<file path="src/rtl/uart_rx_bit_sampler.sv">
// -----------------------------------------------------------------------------
// uart_rx_bit_sampler
//
// Timing front end of the UART receiver. It synchronizes the serial line and
// runs the oversampling edge and bit counters. It also takes a majority vote of
// three samples around each bit centre and presents the result as sampled_bit.
//
// Ports:
//   CLK          oversampling clock, rising-edge logic
//   RST          asynchronous, active-high reset
//   RX_IN        raw serial line (asynchronous to CLK, idle high)
//   Prescale     oversampling ratio (even, 4..32), stable while enable=1
//   enable       counters run when high, held cleared when low
//   dat_samp_en  permits sample capture and voting
//   edge_cnt     oversample index within the current bit, 0..Prescale-1
//   bit_cnt      index of the current bit within the frame (wraps)
//   sampled_bit  majority-voted value of the most recent bit
//   sample_valid one-cycle pulse when sampled_bit has just been updated
// -----------------------------------------------------------------------------
module uart_rx_bit_sampler #(
   parameter int unsigned PRESC_W   = 6,
   parameter int unsigned BIT_CNT_W = 4
) (
   input  logic                 CLK,
   input  logic                 RST,
   input  logic                 RX_IN,
   input  logic [PRESC_W-1:0]   Prescale,
   input  logic                 enable,
   input  logic                 dat_samp_en,
   output logic [PRESC_W-1:0]   edge_cnt,
   output logic [BIT_CNT_W-1:0] bit_cnt,
   output logic                 sampled_bit,
   output logic                 sample_valid
);

   localparam logic [PRESC_W-1:0]   P_ONE = PRESC_W'(1);
   localparam logic [BIT_CNT_W-1:0] B_ONE = BIT_CNT_W'(1);

   // Two-flop synchronizer; the line idles high, so both flops reset to 1.
   logic rx_s1;
   logic rx_s2;

   // The first two votes of the current bit.
   logic s0;
   logic s1;

   logic [PRESC_W-1:0] mid;
   logic [PRESC_W-1:0] samp_lo;
   logic [PRESC_W-1:0] samp_hi;
   logic [PRESC_W-1:0] last_edge;
   logic               wrap;
   logic               samp_ok;
   logic               vote;

   // Sample points M-1, M, M+1 with M = Prescale/2. The wrap test uses >=, so
   // lowering Prescale mid-bit still wraps on the next cycle.
   always_comb begin
      mid       = Prescale >> 1;
      samp_lo   = mid - P_ONE;
      samp_hi   = mid + P_ONE;
      last_edge = Prescale - P_ONE;
      wrap      = (edge_cnt >= last_edge);
      samp_ok   = enable & dat_samp_en;
      vote      = (s0 & s1) | (s0 & rx_s2) | (s1 & rx_s2);
   end

   // Synchronizer runs regardless of enable.
   always_ff @(posedge CLK or posedge RST) begin
      if (RST) begin
         rx_s1 <= 1'b1;
         rx_s2 <= 1'b1;
      end else begin
         rx_s1 <= RX_IN;
         rx_s2 <= rx_s1;
      end
   end

   // Edge and bit counters.
   always_ff @(posedge CLK or posedge RST) begin
      if (RST) begin
         edge_cnt <= '0;
         bit_cnt  <= '0;
      end else if (!enable) begin
         edge_cnt <= '0;
         bit_cnt  <= '0;
      end else if (wrap) begin
         edge_cnt <= '0;
         bit_cnt  <= bit_cnt + B_ONE;
      end else begin
         edge_cnt <= edge_cnt + P_ONE;
      end
   end

   // Sample capture and vote. A skipped capture leaves the stale sample in
   // place. sampled_bit holds between updates, including while enable is low.
   always_ff @(posedge CLK or posedge RST) begin
      if (RST) begin
         s0           <= 1'b1;
         s1           <= 1'b1;
         sampled_bit  <= 1'b1;
         sample_valid <= 1'b0;
      end else begin
         sample_valid <= 1'b0;
         if (samp_ok) begin
            if (edge_cnt == samp_lo) begin
               s0 <= rx_s2;
            end
            if (edge_cnt == mid) begin
               s1 <= rx_s2;
            end
            if (edge_cnt == samp_hi) begin
               sampled_bit  <= vote;
               sample_valid <= 1'b1;
            end
         end
      end
   end

endmodule

</file>
<file path="config.mk">
export PLATFORM = sky130hd
export DESIGN_NAME = uart_rx_bit_sampler
export DESIGN_NICKNAME = d
export VERILOG_FILES = /design/src/rtl/uart_rx_bit_sampler.sv
export SDC_FILE = /design/constraint.sdc
export NUM_CORES = 1
export LEC_CHECK = 0
export CAP_MARGIN = 5
export CORE_ASPECT_RATIO = 0.6
export CORE_MARGIN = 5
export CORE_UTILIZATION = 35
export CTS_BUF_LIST = sky130_fd_sc_hd__clkbuf_4 sky130_fd_sc_hd__clkbuf_8
export DETAILED_ROUTE_END_ITERATION = 10
export GPL_TIMING_DRIVEN = 0
export PLACE_DENSITY = 0.54
export SYNTH_ARGS = -nofsm -noshare
export SYNTH_HDL_FRONTEND = slang
export SYNTH_SLANG_ARGS = --single-unit
</file>
<file path="constraint.sdc">
create_clock -name CLK -period 5 [get_ports CLK]
set_clock_uncertainty 0.05 [all_clocks]
set_input_delay 1 -clock CLK [delete_from_list [all_inputs] [get_ports CLK]]
set_output_delay 1 -clock CLK [all_outputs]
set_load 0.03 [all_outputs]
</file>
==> impl_results.md <==
* Dpl ws at 0.7930 ns
* Slowest Stage Delay on Critical Path at ~0.47 ns
* # H-tree levels at 1
* Die Wd at 87.00 um
* Routed vias/inst at 4.867
* Leak at 0.0006615 uW
* CTS tree: done
* Final count of pins violating max slew at 0
* I/O Buffers at 21
* Final period utilization at 0.7858
* Starting Density at 0.3724
* Yosys top cell area share at 0.2211
* Fraction of final layout cells with drive strength greater than 1 at 0.1333
* PD cells at about 230 mW/mm^2
* GRT overflow at 0
* Post-placement cell count at 191
* Ant diodes at 0
* CP Capture Type: flop
* Synth Area per Inst at 9.960 um^2
* Most common cell in the netlist: xnor2_1
* Clock Tree Buf Depth at 2
* CP Buf/Inv Count at 4
* CP top delay family: buffers and inverters
* Post-Route WL at 2712 um
* Area growth from synthesis to final layout at 25.83%
* Worst-Margin Slew at 0.6198 ns
* Crit-path slowest cell: clkdlybuf4s50_1
* Max Freq at 0.2545 GHz
* Required @ worst endpoint at 5.08 ns
* Hold Fails Final Rpt at 0
* Initial antenna violation count at 0
* Crit path time final at 3.929 ns
* Sequential share of the synthesized area at 0.3266
* Commonest cells post-synth: xnor2_1, ha_1, dfrtp_1, nor2_1
* Chip Height at between 50 and 60 um
* EDFF count, synth at 0
* Setup WS post-layout at 1.071 ns
* Post-Syn Area at ~0.0012 mm^2
* Synth top area cells: dfrtp_1, ha_1, dfstp_2, xnor2_1, xor2_1
* Cts hold-fix bufs at 0
* Clock Latency Late Sink at around 0.25 ns
* Vias in the first global route at 992
* Synth warnings at 0
* Post-synthesis register bit count at 16
* Non-filler cells, final at slightly below 200
* CTS sink count at 16
* Cells after synthesis at 125
* Clock slew seen by the registers of the worst setup and hold paths at 0.06 ns
* Async set-reset flop share out of synthesis at 1.000
* All-Layer GR Usage at 0.1249
* Critical path type: in -> reg
* CTS resizes at 0
* RSZ-0062 raised after global routing: no
* Post-route ant nets at 0
* # setup viols final at 0
* Maxcap violations at 0
* Final core occ at 0.4686
* # DRC at 0
* WP data arrival at 4.01 ns
* Hold Path Class: reg -> reg
* HPWL Detailed at 2214 um
* Num CTS Buffers at 3
* First-pass GRT wire length at between 4000 and 5000 um
* First-pass iteration count of the detailed router at 4
* Crit path max fanout at 8
* Status: completed
* Largest net degree at the start of global routing at 17
* Max-slew headroom at 0.5863
* Net Count, Synth at between 100 and 150
* Most common flop cell mapped by yosys: dfrtp_1
* CP Cell Sequence: clkdlybuf4s50_1 -> clkbuf_1 -> inv_1 -> ha_1 -> a21boi_0 -> nand2_1 -> xor2_1 -> ha_1 -> nand4_1 -> o221ai_1 -> or2_0 -> clkbuf_1 -> nor2_1
* Core area at roughly 0.0033 mm^2
* Die area at 0.004889 mm^2
* Row cnt at 16
* Vias at 949
* CP Launch Type: input pin
* GP Congestion at 0.7846
* Final nets at 174
* Wire per inst at 13.91 um
* Post-CTS setup buffer count at 0
* Yosys top cell by area: dfrtp_1
* Initial DRC count at 55
* Setup TNS at 0 ns
* # IOs at 23
* Worst vdd ir at 0.00009408 V
* Root Driver: clkbuf_8
* Post-synth cell types at 37
[worst paths after layout]
| check | from | end | slack, ns | depth (start not counted) |
|---|---|---|---|---|
| max reg2reg | edge_cnt[4]$_DFF_PP0_ | s0$_DFFE_PP1P_ | 2.88 | 4 |
| min in group asynchronous | RST | edge_cnt[3]$_DFF_PP0_ | 1.08 | 2 |
| max | Prescale[2] | edge_cnt[5]$_DFF_PP0_ | 1.07 | 13 |
| min reg2reg | rx_s1$_DFF_PP1_ | rx_s2$_DFF_PP1_ | 0.31 | 0 |
| max in group asynchronous | RST | edge_cnt[5]$_DFF_PP0_ | 3.42 | 2 |
| min | rx_s1$_DFF_PP1_ | rx_s2$_DFF_PP1_ | 0.31 | 0 |
[flip-flops by register name, indices dropped and copies added, names as in the netlist]
name and cells:
sample_valid 1, sampled_bit 1, s0 1, edge_cnt 6, bit_cnt 4, rx_s1 1
s1 1, rx_s2 1
[power by group]
| part | switching, uW | internal [uW] |
|---|---|---|
| sequential | 9.77 | 143 |
| combinational | 50.7 | 44.2 |
| clock | 44.0 | 69.8 |
[per-layer routing]
| layer | track usage | up-vias | part of all wire |
|---|---|---|---|
| met5 | 0 | - | 0 |
| met4 | 0.04000 | 0 | 0.0044 |
| met3 | 0.03846 | 2 | 0.042 |
| met2 | 0.1838 | 20 | 0.45 |
| met1 | 0.1723 | 454 | 0.50 |
| li1 | - | 473 | - |
[through the flow]
stage | power (uW) | hold slack (ns) | instance area [um^2]
finish | 361.6 | 0.3065 | 1567
global route | 384.0 | 0.3121 | 1567
CTS | 369.4 | 0.3092 | 1567
detailed placement | 251.2 | 0.3020 | 1511
global placement | 247.4 | 0.2980 | 1511
floorplan | 217.5 | 0.2952 | 1245
[placed cells by master (no fill, tap or decap)]
master | netlist | layout
buf_4 | 1 | 1
nand3b_1 | 1 | 1
o221ai_1 | 1 | 1
xnor2_2 | 1 | 1
mux2_4 | 1 | 1
or3b_1 | 1 | 1
xor2_1 | 7 | 7
dfrtp_1 | 11 | 11
clkdlybuf4s50_1 | 0 | 21
xnor2_1 | 13 | 13
nor2_1 | 11 | 11
nand4_1 | 5 | 5
xor2_2 | 1 | 1
nor4_1 | 1 | 1
o211ai_1 | 2 | 2
nand4_4 | 1 | 1
a21boi_0 | 1 | 1
buf_6 | 2 | 2
maj3_1 | 1 | 1
a2111oi_4 | 1 | 1
nand3_1 | 4 | 4
o21ai_2 | 1 | 1
a21o_1 | 1 | 1
mux2_1 | 2 | 2
dfstp_2 | 5 | 5
a21oi_1 | 3 | 3
and3_2 | 1 | 1
ha_1 | 12 | 12
inv_1 | 9 | 9
nor3_1 | 2 | 2
clkbuf_8 | 0 | 4
mux2i_1 | 3 | 3
a2111oi_0 | 1 | 1
clkbuf_1 | 2 | 2
nand2b_1 | 4 | 4
nand2_1 | 9 | 9
and2b_2 | 1 | 1
or2_0 | 1 | 1
o21ai_0 | 1 | 1
[cell type report]
class                           instances  area [um^2]
Sequential cell                        16        406.6
Fill cell                             325         1777
Tap cell                               45        56.30
Clock buffer                            4        55.05
Timing Repair Buffer                   21        210.2
Buffer                                  5        37.54
Inverter                                9        33.78
Multi-Input combinational cell         95        767.0
[cells by family (layout without fill, tap and decap cells)]
logic type	count (synthesis)	count (layout)	synth area share
and+or+nand+nor	42	42	0.1829
xor gates and xnor gates	22	22	0.1668
DFF	16	16	0.3266
buffers and inverters	14	39	0.05729
adders and majority gates	13	13	0.1286
AOI/OAI and AO/OA	12	12	0.08342
muxes	6	6	0.05427
[worst reg2reg max path, cell delays in order (launching register included)]
cell	delay, ns
dfrtp_1	0.49
xor2_1	0.40
nand4_1	0.15
a2111oi_0	0.58
mux2_1	0.38
Power figures use the tool's default switching activity.
